===== config.mk =====
export PLATFORM = sky130hd
export DESIGN_NAME = cam_capture_ctrl
export DESIGN_NICKNAME = d
export VERILOG_FILES = /design/src/rtl/cam_capture_pkg.sv /design/src/rtl/cam_test_pattern.sv /design/src/rtl/cam_capture_ctrl.sv
export SDC_FILE = /design/constraint.sdc
export NUM_CORES = 1
export LEC_CHECK = 0
export ABC_AREA = 1
export CAP_MARGIN = 20
export CORE_AREA = 2 2 106 118
export DETAILED_ROUTE_END_ITERATION = 8
export DIE_AREA = 0 0 108 120
export PLACE_DENSITY_LB_ADDON = 0.1
export SLEW_MARGIN = 40
export SYNTH_ARGS = -nofsm -noshare
export SYNTH_HDL_FRONTEND = slang
export SYNTH_SLANG_ARGS = --single-unit

===== constraint.sdc =====
create_clock -name pclk -period 2 [get_ports pclk]
set_clock_uncertainty 0.1 [all_clocks]
set_input_delay 0.3 -clock pclk [delete_from_list [all_inputs] [get_ports pclk]]
set_output_delay 0.3 -clock pclk [all_outputs]
set_load 0.01 [all_outputs]

===== src/rtl/cam_capture_pkg.sv =====
// ----------------------------------------------------------------------------
// cam_capture_pkg
//
// Purpose: shared definitions for the camera capture front end.
//   - default active frame geometry (320x240, OV7670 QVGA)
//   - capture state encoding
//   - RGB565 constants for the optional colour-bar test pattern
//
// Ports: none (package).
// ----------------------------------------------------------------------------
package cam_capture_pkg;

    localparam int CAM_H_ACTIVE = 320;
    localparam int CAM_V_ACTIVE = 240;

    typedef enum logic [1:0] {
        WAIT_SOF = 2'd0,
        ACTIVE   = 2'd1,
        DONE     = 2'd2
    } cam_state_t;

    // Colour bars, left to right across the active line
    localparam logic [15:0] BAR_WHITE   = 16'hFFFF;
    localparam logic [15:0] BAR_YELLOW  = 16'hFFE0;
    localparam logic [15:0] BAR_CYAN    = 16'h07FF;
    localparam logic [15:0] BAR_GREEN   = 16'h07E0;
    localparam logic [15:0] BAR_MAGENTA = 16'hF81F;
    localparam logic [15:0] BAR_RED     = 16'hF800;
    localparam logic [15:0] BAR_BLUE    = 16'h001F;
    localparam logic [15:0] BAR_BLACK   = 16'h0000;

endpackage


===== src/rtl/cam_test_pattern.sv =====
// ----------------------------------------------------------------------------
// cam_test_pattern
//
// Purpose: combinational lookup of an 8-bar vertical colour pattern from the
//   current pixel column. Each bar is H_ACTIVE/8 pixels wide.
//
// Ports:
//   x          in   XW  column of the pixel being formed (0..H_ACTIVE-1)
//   bar_pixel  out  16  RGB565 colour for that column
// ----------------------------------------------------------------------------
module cam_test_pattern
    import cam_capture_pkg::*;
#(
    parameter int H_ACTIVE = CAM_H_ACTIVE,
    parameter int XW       = $clog2(CAM_H_ACTIVE + 1)
) (
    input  logic [XW-1:0] x,
    output logic [15:0]   bar_pixel
);

    localparam logic [XW-1:0] BAR_W = XW'(H_ACTIVE / 8);

    logic [2:0] bar_sel;

    // Bar index is the column divided by the bar width; only columns below
    // H_ACTIVE are ever presented, so the index stays within 0..7.
    always_comb begin
        bar_sel = 3'(x / BAR_W);
        case (bar_sel)
            3'd0:    bar_pixel = BAR_WHITE;
            3'd1:    bar_pixel = BAR_YELLOW;
            3'd2:    bar_pixel = BAR_CYAN;
            3'd3:    bar_pixel = BAR_GREEN;
            3'd4:    bar_pixel = BAR_MAGENTA;
            3'd5:    bar_pixel = BAR_RED;
            3'd6:    bar_pixel = BAR_BLUE;
            default: bar_pixel = BAR_BLACK;
        endcase
    end

endmodule


===== src/rtl/cam_capture_ctrl.sv =====
// ----------------------------------------------------------------------------
// cam_capture_ctrl
//
// Purpose: OV7670-class parallel camera capture stage. Pairs of bytes are
//   assembled into RGB565 pixels, exactly H_ACTIVE x V_ACTIVE pixel_valid
//   strobes are produced for a well-formed frame, a stretched frame_done
//   pulse marks end of frame for the downstream DDR writer, and malformed
//   frames raise a sticky frame_err.
//
// Optional build macro: CAM_TEST_PATTERN_EN adds the test_pattern input,
//   which substitutes 8 vertical colour bars for the camera pixel data.
//
// Ports:
//   pclk          in   1   camera pixel clock (only clock)
//   rst_n         in   1   asynchronous active-low reset
//   capture_en    in   1   capture enable, sampled at frame start
//   cam_vsync     in   1   VSYNC, high = vertical blanking
//   cam_href      in   1   HREF, high = active byte on cam_data
//   cam_data      in   8   camera data byte
//   test_pattern  in   1   colour-bar select (CAM_TEST_PATTERN_EN only)
//   pixel_data    out  16  RGB565 pixel, first byte of pair in [15:8]
//   pixel_valid   out  1   one-cycle strobe per pixel
//   frame_done    out  1   end-of-frame pulse, DONE_STRETCH cycles wide
//   frame_err     out  1   sticky error for the current/last frame
//   frame_count   out  16  completed frames, wrapping
// ----------------------------------------------------------------------------
module cam_capture_ctrl
    import cam_capture_pkg::*;
#(
    parameter int H_ACTIVE     = CAM_H_ACTIVE,
    parameter int V_ACTIVE     = CAM_V_ACTIVE,
    parameter int DONE_STRETCH = 4
) (
    input  logic        pclk,
    input  logic        rst_n,
    input  logic        capture_en,
    input  logic        cam_vsync,
    input  logic        cam_href,
    input  logic [7:0]  cam_data,
`ifdef CAM_TEST_PATTERN_EN
    input  logic        test_pattern,
`endif
    output logic [15:0] pixel_data,
    output logic        pixel_valid,
    output logic        frame_done,
    output logic        frame_err,
    output logic [15:0] frame_count
);

    localparam int XW = $clog2(H_ACTIVE + 1);
    localparam int YW = $clog2(V_ACTIVE + 1);
    localparam int DW = $clog2(DONE_STRETCH + 1);

    localparam logic [XW-1:0] H_MAX     = XW'(H_ACTIVE);
    localparam logic [YW-1:0] V_MAX     = YW'(V_ACTIVE);
    localparam logic [DW-1:0] DONE_LOAD = DW'(DONE_STRETCH - 1);

    logic        vsync_r;
    logic        href_r;
    logic [7:0]  data_r;
    logic        vsync_d;
    logic        href_d;

    cam_state_t  state;
    logic [XW-1:0] x;
    logic [YW-1:0] y;
    logic        phase;
    logic [7:0]  hi_byte;
    logic [DW-1:0] done_cnt;

    logic        vsync_fall;
    logic        vsync_rise;
    logic        href_fall;
    logic [15:0] next_pixel;

    // Camera outputs are launched on pclk, so a single register stage is
    // enough; the delayed copies give edge detection on the registered view.
    always_ff @(posedge pclk or negedge rst_n) begin
        if (!rst_n) begin
            vsync_r <= 1'b0;
            href_r  <= 1'b0;
            data_r  <= 8'h00;
            vsync_d <= 1'b0;
            href_d  <= 1'b0;
        end else begin
            vsync_r <= cam_vsync;
            href_r  <= cam_href;
            data_r  <= cam_data;
            vsync_d <= vsync_r;
            href_d  <= href_r;
        end
    end

    assign vsync_fall = vsync_d & ~vsync_r;
    assign vsync_rise = ~vsync_d & vsync_r;
    assign href_fall  = href_d & ~href_r;

`ifdef CAM_TEST_PATTERN_EN
    logic [15:0] bar_pixel;

    cam_test_pattern #(
        .H_ACTIVE (H_ACTIVE),
        .XW       (XW)
    ) u_test_pattern (
        .x         (x),
        .bar_pixel (bar_pixel)
    );

    assign next_pixel = test_pattern ? bar_pixel : {hi_byte, data_r};
`else
    assign next_pixel = {hi_byte, data_r};
`endif

    // Capture state machine. Only a registered VSYNC falling edge with
    // capture enabled starts a frame, which keeps partial frames (after reset
    // or a late enable) out of the writer. Errors are sticky until the next
    // accepted start of frame.
    always_ff @(posedge pclk or negedge rst_n) begin
        if (!rst_n) begin
            state       <= WAIT_SOF;
            x           <= '0;
            y           <= '0;
            phase       <= 1'b0;
            hi_byte     <= 8'h00;
            done_cnt    <= '0;
            pixel_data  <= 16'h0000;
            pixel_valid <= 1'b0;
            frame_done  <= 1'b0;
            frame_err   <= 1'b0;
            frame_count <= 16'h0000;
        end else begin
            pixel_valid <= 1'b0;
            case (state)
                WAIT_SOF: begin
                    if (vsync_fall && capture_en) begin
                        state     <= ACTIVE;
                        x         <= '0;
                        y         <= '0;
                        phase     <= 1'b0;
                        frame_err <= 1'b0;
                    end
                end

                ACTIVE: begin
                    if (vsync_rise) begin
                        state       <= DONE;
                        frame_done  <= 1'b1;
                        done_cnt    <= DONE_LOAD;
                        frame_count <= frame_count + 16'd1;
                        if (y != V_MAX) begin
                            frame_err <= 1'b1;
                        end
                    end else if (href_fall) begin
                        // An orphan byte or a short/long line marks the frame
                        // bad; the next line always restarts cleanly at x=0.
                        if (phase || (x != H_MAX)) begin
                            frame_err <= 1'b1;
                        end
                        x     <= '0;
                        phase <= 1'b0;
                        if (y != V_MAX) begin
                            y <= y + YW'(1);
                        end
                    end else if (href_r) begin
                        if (!phase) begin
                            hi_byte <= data_r;
                            phase   <= 1'b1;
                        end else begin
                            phase <= 1'b0;
                            if ((x < H_MAX) && (y < V_MAX)) begin
                                pixel_data  <= next_pixel;
                                pixel_valid <= 1'b1;
                                x           <= x + XW'(1);
                            end else begin
                                frame_err <= 1'b1;
                            end
                        end
                    end
                end

                DONE: begin
                    // VSYNC is deliberately not watched here, so a start of
                    // frame that lands inside the stretch is skipped.
                    if (done_cnt == '0) begin
                        frame_done <= 1'b0;
                        state      <= WAIT_SOF;
                    end else begin
                        done_cnt <= done_cnt - DW'(1);
                    end
                end

                default: begin
                    state <= WAIT_SOF;
                end
            endcase
        end
    end

endmodule


==> run metrics <==
Crit-path slowest cell clkdlybuf4s50_1; Site Rows 42; CTS Hold Bufs 1; Root Buffer Master clkbuf_16; H-tree depth 3; number of synthesized flops with an enable pin 0; DP Cell Count 647; clock buffer depth 2; CP peak stage delay roughly 0.57 ns; filler cell count 1207; setup TNS 0 ns; vias per cell around 4.4; die extent in y 120 microns; Ports 48; Ant. Diodes 0; vias just under 3000; Worst Tran Pin Value around 0.42 ns; CTS tree yes; fraction of layout cells with a size suffix above 1 0.106; drt wl/cell 11.7 microns; Initial Utilization 0.322; Yosys reg bits a little under 80; area occupied by multi-input gates 1590 sq um; Yosys cell types 33; first-pass GRT wire length 13600 microns; Final GP Congestion 0.781; pwr dens 1130 nW/um^2; CP endpoint kind primary output; die footprint 13000 sq um; worst hold-check path type input port to register; post-synth net total roughly 470; clock slew at reported path FFs approximately 0.060 ns; hpwl dp around 5300 microns; Inserted Clock Buffers 9; GRT Util Overall 0.134; area grow syn2layout 25.3%; final critical-path required period roughly 1.7 ns; Arr. time, crit path around 1.3 ns; initial antenna violation count 0; cell taking the most area after synthesis dfrtp_1; 1st-pass router iterations 4; unrepaired setup endpoints after global routing false; Post-synth ARST share 1.00; share of the synthesized area in the top cell type 0.512; Core Region around 12000 sq um; Starting DRT DRC Count between 100 and 150; final hold vios 0; max-cap violation count 0; synthesized area 3810 sq um; Die Wd about 110 microns; grt total ovfl 0; Post-Syn Instances approximately 450; CTS sink cnt between 70 and 80; input/output buffers 47; CP Class register to primary output; post-layout util 0.404; final worst path period share 0.871; Most used DFF post-synth dfrtp_1; worst path buffer plus inverter count 1; largest net degree at the start of global routing ~80; Seq/Total Area, Yosys 0.512; worst endpoint required time between 1.5 and 2 ns; non-filler cells, final around 660; # setup viols final 0; Pins Over Slew Limit 0; flip-flop and latch area about 2000 sq um; Leak 2.26 nW; VDD IR max roughly 0.45 mV; Worst Setup Start Kind register; crit-path max FO 5; cts repair resizes 0; Cell Chain, Critical Path clkdlybuf4s50_1; post-CTS setup buffer count 0; fmax 574 MHz; Syn Area/Cell about 8.5 sq um; ANT nets after route 0; CP top delay family buffers and inverters; nets between 500 and 600; outcome completed; final WL between 7000 and 8000 microns; vias in the first global route 2878; clk_lat worst skew about 0.33 ns; yosys warns 0; relative slew slack 0.718; top cells by area in the synthesized netlist dfrtp_1, nand2_1, inv_1; drt drc 0
==> layer usage <==
layer | track usage | wire, microns
met5 | 0 | 0
met4 | 0.0529 | 117
met3 | 0.0397 | 287
met2 | 0.210 | 3670
met1 | 0.173 | 3710
==> layout by cell type (no fill, tap or decap), types with 2 or more instances in the layout <==
cell type | netlist | routed
nand2_1 | 147 | 147
dfrtp_1 | 78 | 78
inv_1 | 52 | 52
clkdlybuf4s50_1 | 0 | 46
nor2_1 | 36 | 36
o21ai_0 | 19 | 19
nand3_1 | 17 | 17
xor2_1 | 14 | 14
o21ai_1 | 10 | 10
nand4_1 | 10 | 10
clkbuf_16 | 0 | 9
nand2_2 | 8 | 8
o21ai_2 | 8 | 8
nor3_1 | 7 | 7
ha_1 | 7 | 7
inv_2 | 5 | 5
inv_6 | 0 | 4
buf_4 | 0 | 4
nand2_4 | 3 | 3
clkinv_1 | 2 | 2
o21bai_1 | 2 | 2
nor2_2 | 2 | 2
nor2_8 | 2 | 2
nand3b_1 | 2 | 2
xnor2_1 | 2 | 2
a21oi_1 | 2 | 2
==> cells by family after synthesis <==
family	count (synthesis)	share of synthesized area
AOI/OAI and AO/OA	43	0.0693
xor gates and xnor gates	16	0.0368
adders and majority gates	7	0.0230
buffers and inverters	66	0.0722
DFF	78	0.512
and+or+nand+nor	239	0.287
==> metrics by stage <==
step                hold slack [ns]  instance area (sq um)  total power [mW]  setup slack (ns)
finish                        0.298                   4780              5.37             0.258
global placement              0.262                   4460              3.74             0.245
floorplan                   -0.0956                   3810              3.17             0.559
global route                  0.277                   4780              5.76             0.167
detailed placement            0.266                   4460              3.76             0.223
CTS                           0.283                   4780              5.48             0.243
==> final cells by class <==
class | instances | share of cell area
clock buffer | 9 | 0.0472
clock inverter | 7 | 0.0165
inverter | 59 | 0.0464
multi-input combinational | 305 | 0.332
sequential | 78 | 0.409
tap | 154 | 0.0403
timing repair buffer | 52 | 0.109
==> final timing paths <==
| kind | from | end | slack (ns) | cells after the start |
|---|---|---|---|---|
| max | frame_count[6] | frame_count[6] | 0.26 | 1 |
| min | cam_data[3] | data_r[3] | 0.30 | 1 |
| max in group asynchronous | rst_n | frame_err | 1.05 | 3 |
| min reg2reg | vsync_r | vsync_d | 0.33 | 0 |
| min in group asynchronous | rst_n | frame_count[10] | 0.43 | 3 |
| max reg2reg | state[1] | pixel_data[5] | 0.31 | 9 |
==> cell usage after synthesis (3+ instances only) <==
cell type and number:
nand4_1 10, nand3_1 17, inv_1 52, nor2_1 36, xor2_1 14, inv_2 5, o21ai_0 19, nor3_1 7
o21ai_2 8, nand2_1 147, ha_1 7, nand2_4 3, buf_2 3, nand2_2 8, dfrtp_1 78, o21ai_1 10
==> report_power, final <==
group          total, mW  internal (mW)  switching [mW]  leakage [nW]
combinational       1.53          0.668           0.866          1.09
sequential          2.16           1.92           0.242          1.02
clock               1.67          0.984           0.690         0.151
total               5.37           3.58            1.80          2.26
==> flip-flops by register name, summed over array words and instances, names as in the netlist, 2 cells and up <==
signal,flops
frame_count,16
state,2
y,8
hi_byte,8
done_cnt,3
data_r,8
pixel_data,16
x,9
Power figures use the tool's default switching activity.
